File: config.mk
export PLATFORM = sky130hd
export DESIGN_NAME = tdes_round_sequencer
export DESIGN_NICKNAME = d
export VERILOG_FILES = /design/src/rtl/tdes_round_sequencer.sv
export SDC_FILE = /design/constraint.sdc
export NUM_CORES = 1
export LEC_CHECK = 0
export ABC_CLOCK_PERIOD_IN_PS = 3650
export CAP_MARGIN = 5
export CORE_ASPECT_RATIO = 0.5
export CORE_MARGIN = 5
export CORE_UTILIZATION = 25
export DETAILED_ROUTE_END_ITERATION = 16
export MAX_ROUTING_LAYER = met4
export PLACE_DENSITY_LB_ADDON = 0.08
export SLEW_MARGIN = 20
export SYNTH_ARGS = -nofsm -noshare
export SYNTH_HDL_FRONTEND = slang
export SYNTH_SLANG_ARGS = --single-unit
export TNS_END_PERCENT = 1
File: constraint.sdc
create_clock -name clk -period 3.65 [get_ports clk]
set_input_delay 0.73 -clock clk [delete_from_list [all_inputs] [get_ports clk]]
set_output_delay 0.73 -clock clk [all_outputs]
set_load 0.02 [all_outputs]
File: src/rtl/tdes_round_sequencer.sv
// Control FSM for an iterative Triple-DES datapath.
// Sequences one shared DES round engine through three 16-round passes
// (E-D-E for encrypt, D-E-D for decrypt) and presents per-cycle round,
// pass, key-select, direction and key-rotate controls to the datapath.
//
// state    | meaning
// ---------+------------------------------------------------------------
// IDLE     | waiting for a block request, start_ready high
// LOAD     | datapath loads input block and applies IP
// ROUND    | one Feistel round per cycle, round_idx 0..NUM_ROUNDS-1
// PASS_END | datapath applies FP/swap for the finished pass
// DONE     | result valid, held until downstream accepts
module tdes_round_sequencer #(
    parameter int NUM_ROUNDS = 16,
    parameter int NUM_PASSES = 3
) (
    input  logic                          clk,
    input  logic                          rst,
    input  logic                          start_valid,
    input  logic                          mode,
    output logic                          start_ready,
    input  logic                          abort,
    input  logic                          out_ready,
    output logic                          out_valid,
    output logic                          load_block,
    output logic                          round_en,
    output logic [$clog2(NUM_ROUNDS)-1:0] round_idx,
    output logic [1:0]                    pass_idx,
    output logic [1:0]                    key_sel,
    output logic                          decrypt,
    output logic [1:0]                    shift_amt,
    output logic                          pass_done,
    output logic                          busy
);

    localparam int RW = $clog2(NUM_ROUNDS);
    localparam logic [RW-1:0] R_LAST = RW'(NUM_ROUNDS - 1);
    localparam logic [1:0]    P_LAST = 2'(NUM_PASSES - 1);

    typedef enum logic [2:0] {
        IDLE,
        LOAD,
        ROUND,
        PASS_END,
        DONE
    } state_t;

    state_t        state, state_n;
    logic [RW-1:0] rnd_n;
    logic [1:0]    pas_n;
    logic          mode_q, mode_n;
    logic          pass_act_n;
    logic          dir_n;
    logic [1:0]    key_n;
    logic [1:0]    shift_n;

    // Next state, counters and latched mode; abort wins over normal flow
    // everywhere except IDLE so a coincident start is still accepted.
    always_comb begin
        state_n = state;
        rnd_n   = round_idx;
        pas_n   = pass_idx;
        mode_n  = mode_q;
        case (state)
            IDLE: begin
                if (start_valid) begin
                    state_n = LOAD;
                    mode_n  = mode;
                    rnd_n   = '0;
                    pas_n   = '0;
                end
            end
            LOAD: begin
                state_n = ROUND;
            end
            ROUND: begin
                if (round_idx == R_LAST) begin
                    state_n = PASS_END;
                    rnd_n   = '0;
                end else begin
                    rnd_n = round_idx + 1'b1;
                end
            end
            PASS_END: begin
                if (pass_idx == P_LAST) begin
                    state_n = DONE;
                    pas_n   = '0;
                end else begin
                    state_n = ROUND;
                    pas_n   = pass_idx + 1'b1;
                end
            end
            DONE: begin
                if (out_ready) state_n = IDLE;
            end
            default: begin
                state_n = IDLE;
            end
        endcase
        if (abort && state != IDLE) begin
            state_n = IDLE;
            rnd_n   = '0;
            pas_n   = '0;
        end
    end

    // Key/direction/rotate decode of the next state so the outputs can be
    // registered alongside the state they describe.
    always_comb begin
        pass_act_n = (state_n == LOAD) || (state_n == ROUND) || (state_n == PASS_END);
        dir_n      = 1'b0;
        key_n      = 2'd0;
        shift_n    = 2'd0;
        if (pass_act_n) begin
            dir_n = mode_n ? ~pas_n[0] : pas_n[0];
            key_n = mode_n ? (P_LAST - pas_n) : pas_n;
        end
        if (state_n == ROUND) begin
            if (rnd_n == '0)
                shift_n = dir_n ? 2'd0 : 2'd1;
            else if (rnd_n == RW'(1) || rnd_n == RW'(8) || rnd_n == R_LAST)
                shift_n = 2'd1;
            else
                shift_n = 2'd2;
        end
    end

    // State, counters, latched mode and all registered outputs.
    always_ff @(posedge clk) begin
        if (rst) begin
            state       <= IDLE;
            round_idx   <= '0;
            pass_idx    <= '0;
            mode_q      <= 1'b0;
            start_ready <= 1'b1;
            busy        <= 1'b0;
            load_block  <= 1'b0;
            round_en    <= 1'b0;
            pass_done   <= 1'b0;
            out_valid   <= 1'b0;
            key_sel     <= 2'd0;
            decrypt     <= 1'b0;
            shift_amt   <= 2'd0;
        end else begin
            state       <= state_n;
            round_idx   <= rnd_n;
            pass_idx    <= pas_n;
            mode_q      <= mode_n;
            start_ready <= (state_n == IDLE);
            busy        <= (state_n != IDLE);
            load_block  <= (state_n == LOAD);
            round_en    <= (state_n == ROUND);
            pass_done   <= (state_n == PASS_END);
            out_valid   <= (state_n == DONE);
            key_sel     <= key_n;
            decrypt     <= dir_n;
            shift_amt   <= shift_n;
        end
    end

endmodule

==> results of run 1 <==
-- Yosys cell counts (2+ instances only) --
cell type | n | area share, %
sky130_fd_sc_hd__dfxtp_1 | 21 | 43
sky130_fd_sc_hd__nor2_1 | 15 | 5.8
sky130_fd_sc_hd__a21oi_1 | 5 | 2.6
sky130_fd_sc_hd__nand2_1 | 5 | 1.9
sky130_fd_sc_hd__nor3_1 | 4 | 2.1
sky130_fd_sc_hd__buf_2 | 3 | 1.5
sky130_fd_sc_hd__o21ai_0 | 3 | 1.5
sky130_fd_sc_hd__o21ai_1 | 3 | 1.5
sky130_fd_sc_hd__o21bai_1 | 3 | 2.3
sky130_fd_sc_hd__a211oi_1 | 2 | 1.5
sky130_fd_sc_hd__a32oi_1 | 2 | 1.8
sky130_fd_sc_hd__a41oi_1 | 2 | 1.8
sky130_fd_sc_hd__and3_1 | 2 | 1.3
sky130_fd_sc_hd__and4b_1 | 2 | 2.1
sky130_fd_sc_hd__clkbuf_1 | 2 | 0.77
sky130_fd_sc_hd__inv_1 | 2 | 0.77
sky130_fd_sc_hd__mux2i_1 | 2 | 2.1
sky130_fd_sc_hd__nand2b_1 | 2 | 1.3
sky130_fd_sc_hd__nor2b_1 | 2 | 1.3
sky130_fd_sc_hd__or2_1 | 2 | 1.3
sky130_fd_sc_hd__or3_1 | 2 | 1.3
sky130_fd_sc_hd__or3b_1 | 2 | 1.8
sky130_fd_sc_hd__or4_4 | 2 | 2.3
-- kinds of logic after synthesis --
logic type | synth area share [%]
and+or+nand+nor | 26.5
AOI/OAI and AO/OA | 23.6
DFF | 43.1
buffers and inverters | 3.46
muxes | 2.05
adders and majority gates | 1.28
-- sequential cells by signal, indices dropped and copies added, names as in the netlist, 2 cells and up --
register / count
key_sel: 2
shift_amt: 2
state: 3
pass_idx: 2
round_idx: 4
-- power by group --
part / internal (mW) / switching [mW] / leakage, nW
logic: 0.0263 / 0.0294 / 0.286
clock network: 0.0772 / 0.0815 / 0.0217
registers: 0.235 / 0.00575 / 0.171
-- final timing paths --
check,startpoint,to,slack [ps]
hold reg to reg,mode_q$_SDFF_PP0_,mode_q$_SDFF_PP0_,560
hold / removal,mode_q$_SDFF_PP0_,mode_q$_SDFF_PP0_,560
setup reg to reg,state[0]$_SDFF_PP0_,key_sel[1]$_SDFF_PP0_,1540
setup / recovery,start_valid,key_sel[1]$_SDFF_PP0_,1150
-- per-layer routing --
| metal | wire [um] | part of all wire (%) | GRT usage, % | up-vias |
|---|---|---|---|---|
| li1 | - | - | - | 452 |
| met1 | 1440 | 58 | 14.2 | 378 |
| met2 | 931 | 37 | 14.4 | 16 |
| met3 | 98 | 3.9 | 3.10 | 2 |
| met4 | 23 | 0.92 | 3.63 | 0 |
| met5 | 0 | 0 | - | - |
-- critical path: stages --
cell and delay, ps:
sky130_fd_sc_hd__clkdlybuf4s50_1 500, sky130_fd_sc_hd__nor4b_2 410, sky130_fd_sc_hd__mux2i_1 380, sky130_fd_sc_hd__o21bai_2 190
sky130_fd_sc_hd__or3b_1 360, sky130_fd_sc_hd__a21oi_1 140
-- stage by stage --
stage | util [%] | hold WS, ps | power [mW] | worst slack (ps)
floorplan | - | 499 | 0.278 | 1560
global placement | 32.9 | 554 | 0.303 | 969
detailed placement | 32.9 | 536 | 0.302 | 873
CTS | 34.1 | 567 | 0.461 | 1140
global route | 34.1 | 622 | 0.476 | 994
finish | 34.1 | 565 | 0.455 | 1150
-- area by class of cell --
class,count,share of cell area [%]
Clock buffer,3,3.16
Timing Repair Buffer,24,18.0
Clock inverter,1,0.575
Tap cell,54,5.18
Sequential cell,21,32.2
Inverter,3,0.863
Multi-Input combinational cell,80,40.0
==> reports/metrics.cfg, run 1 <==
[logic_synthesis]
yosys_warnings = 0
synth-seq-cells = 21
synthFlopType = sky130_fd_sc_hd__dfxtp_1
netlist_area_sq_um = 976
synth_enable_flop_cells = 0
synthArstFlopShare_pct = 0
net_count_after_synthesis = 116
yosys.cell_types.count = 42
syn-mean-instance-area_sq_um = 8.95
syn-instance-count = 109
synth.yosys.seq_area_share_pct = 43.1

[sta]
hold_viol_final = 0
slew_violations = 0
worst_slew_margin_rel_pct = 66.8
finalSetupViolCount = 0
fin_skew_ps = 7.72
grt_setup_unrepaired = no
period_minus_slack_ps = 2500
min_period_over_period_pct = 68.4
worstMarginPinSlew_ps = 498
max_freq_mhz = 400
tns_ps = 0

[drt]
route.detailed.drc = 0
drt_wl_total_mm = 2.49
drt_pre_antenna_iters = 4
vias = 848
ant_nets = 0
post_drt_wl_per_cell_um = 13.4
first_iter_violations = 29
vias_cell = 4.56

[final_layout]
multiInputGateArea_sq_um = 522
final_layout_size_suffix_gt1_share_pct = 9.09
fillers = 413
seq_area_sq_um = 420
finish.instance_area_sq_um = 1310
nets = 140
most_frequent_cells_in_the_layout = sky130_fd_sc_hd__clkdlybuf4s50_1 (22), sky130_fd_sc_hd__dfxtp_1 (21), sky130_fd_sc_hd__nor2_1 (15), sky130_fd_sc_hd__nand2_1 (5), sky130_fd_sc_hd__a21oi_1 (5)
most_frequent_standard_cell_in_the_layout_excluding_fill_and_tap_cells = sky130_fd_sc_hd__clkdlybuf4s50_1
final_cell_count_without_fillers = 186
insertedDiodeCount = 0
synthToLayoutAreaGrowth_pct = 33.7

[floorplan]
core_sq_um = 3820
fp.dieArea_sq_um = 5330
io-pin-count = 23
floorplan.rows = 16
die_h_um = 54.2
die_width_um = 98.4
start_util_pct = 25.5

[global_route]
number_of_antenna_violations_at_the_first_check_in_global_routing = 0
global_route_wire_length_before_repair_mm = 4.24
globalRouteOverflowTotal = 0
first_global_vias = 881
grt_util_all_layers_pct = 10.4
maximum_number_of_pins_on_one_net_before_global_route_repair = 15

[power_and_ir_drop]
leakage_nw = 0.478
ir_worst_vdd_v = 0.000141
powerDensity_nw_per_um2 = 349

[clock_network]
post_cts_hold_buffer_count = 0
cts-root-to-sink-buffers = 2
clk_lat_worst_skew_ps = 270
worst_setup_hold_path_clk_slew_ps = 80
number_of_buffers_inserted_to_repair_setup_after_cts = 0
htree_levels = 1
post_cts_gate_resize_count = 0
clk_root_buffer_cell = sky130_fd_sc_hd__clkbuf_8
cts.sink_count = 21
tritoncts_clock_tree = built
cts_inserted_buffers = 3

[worst_setup_path]
ff2ff_path_depth = 5
cp_data_required_time_ps = 3850
critical_path.endpoint_type = register
wp_data_arrival_ps = 2700
crit_path_start_kind = input port
worst-path-max-fanout = 5
timing_worst_setup_path_type = input port to register

[placed_design]
place_hpwl_mm = 1.84
count_of_placed_standard_cells_including_taps = 182
global_placer_s_final_weighted_congestion = 0.717
post_dp_cell_area_sq_um = 1260
buffer_ports.inserted = 22

[run]
cap_viol_max_count = 0

[hold_path]
hold_depth = 2
hp-class = register to register

[status]
run_status = finished, final reports clean

No activity file was read; power rests on OpenSTA's default activity.
==> inputs of run 2 (changes only) <==
--- a/config.mk
+++ b/config.mk
@@ -5,7 +5,7 @@
 export SDC_FILE = /design/constraint.sdc
 export NUM_CORES = 1
 export LEC_CHECK = 0
-export ABC_CLOCK_PERIOD_IN_PS = 3650
+export ABC_CLOCK_PERIOD_IN_PS = 2300
 export CAP_MARGIN = 5
 export CORE_ASPECT_RATIO = 0.5
 export CORE_MARGIN = 5
==> constraint.sdc (replaced) <==
create_clock -name clk -period 2.3 [get_ports clk]
set_input_delay 0.46 -clock clk [delete_from_list [all_inputs] [get_ports clk]]
set_output_delay 0.46 -clock clk [all_outputs]
set_load 0.02 [all_outputs]
==> run 2 against run 1 <==
  * Sequential share of layout area is 1.6 points lower
  * Utilization is 1.8 points higher
  * Sequential power is 59% higher
  * Highest routed layer is now met3
  * Largest power group unchanged
  * Count of clock-buffer cells in the layout stayed put
  * Clock skew is 4.3 ps lower
  * Die area stayed put
  * Hold slack better by 76 ps
  * Sequential cell count stayed put
  * Routed wire length is 7.6% higher
  * Register-to-register slack worse by 1300 ps
  * Critical endpoint unchanged
==> reports/metrics.cfg, run 2 (synthesis results as in run 1) <==
[sta]
grt_setup_unrepaired = no
slew_violations = 0
worst_slew_margin_rel_pct = 68.8
hold_viol_final = 0
min_period_over_period_pct = 89.5
finalSetupViolCount = 0
worstMarginPinSlew_ps = 468
fin_skew_ps = 3.45
final.setup.worst_slack_ps = 241
max_freq_mhz = 486
period_minus_slack_ps = 2060

[hold_path]
hp-class = register to register

[clock_network]
tritoncts_clock_tree = built
cts.sink_count = 21
clk_root_buffer_cell = sky130_fd_sc_hd__clkbuf_8
worst_setup_hold_path_clk_slew_ps = 80
htree_levels = 1
post_cts_gate_resize_count = 0
number_of_buffers_inserted_to_repair_setup_after_cts = 0
cts_inserted_buffers = 3
cts-root-to-sink-buffers = 2
clk_lat_worst_skew_ps = 260
post_cts_hold_buffer_count = 0

[final_layout]
top_regs = round_idx: 4 flops, state: 3 flops
nets = 149
largest_register = round_idx
multiInputGateArea_sq_um = 522
seq_area_sq_um = 420
synthToLayoutAreaGrowth_pct = 40.6
most_frequent_cells_in_the_layout = sky130_fd_sc_hd__clkdlybuf4s50_1 (22), sky130_fd_sc_hd__dfxtp_1 (21), sky130_fd_sc_hd__nor2_1 (15), sky130_fd_sc_hd__buf_4 (11)
most_frequent_standard_cell_in_the_layout_excluding_fill_and_tap_cells = sky130_fd_sc_hd__clkdlybuf4s50_1
insertedDiodeCount = 0
finish.instance_area_sq_um = 1370
final_layout_size_suffix_gt1_share_pct = 14.9
largest_register_ffs = 4
fillers = 409

[global_route]
globalRouteOverflowTotal = 0
number_of_antenna_violations_at_the_first_check_in_global_routing = 0
global_route_wire_length_before_repair_mm = 4.51
maximum_number_of_pins_on_one_net_before_global_route_repair = 15
first_global_vias = 875
grt_util_all_layers_pct = 11.1

[drt]
route.detailed.drc = 0
vias = 893
drt_wl_total_mm = 2.68
vias_cell = 4.58
first_iter_violations = 58
post_drt_wl_per_cell_um = 13.7
ant_nets = 0
drt_pre_antenna_iters = 4

[worst_setup_path]
crit_path_start_kind = input port
wp_data_arrival_ps = 2260
worst-path-max-fanout = 3
timing_worst_setup_path_type = input port to register
critical_path.endpoint_type = register
cp_data_required_time_ps = 2500

[power_and_ir_drop]
ir_worst_vdd_v = 0.000203
p_total_mw = 0.734
powerDensity_nw_per_um2 = 535
leakage_nw = 0.519

[placed_design]
buffer_ports.inserted = 22
place_hpwl_mm = 1.99
global_placer_s_final_weighted_congestion = 0.722
worst_case_setup_slack_after_placement_ps = -50.7
post_dp_cell_area_sq_um = 1320

[floorplan]
io-pin-count = 23
core_sq_um = 3820
die_width_um = 98.4
start_util_pct = 25.5
floorplan.rows = 16
fp.dieArea_sq_um = 5330
die_h_um = 54.2

[status]
run_status = finished, final reports clean

[run]
cap_viol_max_count = 0

run 2: per-layer routing:
metal / up-vias / GRT usage, % / wire [um]
li1: 468 / - / -
met1: 409 / 16.3 / 1530
met2: 16 / 14.8 / 1050
met3: 0 / 3.49 / 99
met4: 0 / 1.36 / 0
met5: - / - / 0
run 2: final cells by class:
cell class                      count  area share, %
Clock inverter                      1          0.547
Timing Repair Buffer               33           22.1
Sequential cell                    21           30.6
Multi-Input combinational cell     80           38.0
Tap cell                           54           4.92
Clock buffer                        3           3.01
Inverter                            3          0.820
run 2: worst paths after layout:
check	depth (start not counted)	slack, ps	startpoint	to
worst max-delay path	6	240	start_valid	key_sel[1]$_SDFF_PP0_
worst min-delay path	2	640	round_idx[2]$_SDFF_PP0_	round_idx[2]$_SDFF_PP0_
worst max register to register	5	280	state[1]$_SDFF_PP0_	key_sel[1]$_SDFF_PP0_
worst min register to register	2	640	round_idx[2]$_SDFF_PP0_	round_idx[2]$_SDFF_PP0_
run 2: stage by stage:
stage / cells / utilization [%] / setup TNS [ps] / hold slack (ps)
3_3_place_gp: 191 / 34.6 / -24.3 / 620
4_1_cts: 195 / 35.9 / 0 / 640
5_1_grt: 195 / 35.9 / 0 / 697
6_report: 195 / 35.9 / 0 / 641
3_5_place_dp: 191 / 34.6 / -79.1 / 629
2_1_floorplan: 109 / - / 0 / 499
run 2: critical path: stages:
cell	delay (ps)
sky130_fd_sc_hd__clkdlybuf4s50_1	420
sky130_fd_sc_hd__nor4b_2	190
sky130_fd_sc_hd__or4_4	570
sky130_fd_sc_hd__o21bai_2	130
sky130_fd_sc_hd__or3b_1	360
sky130_fd_sc_hd__a21oi_1	140
run 2: power by group:
part / internal, mW / switching [mW] / total [mW]
Sequential: 0.373 / 0.00916 / 0.383
Clock: 0.122 / 0.131 / 0.254
Combinational: 0.0489 / 0.0491 / 0.0980
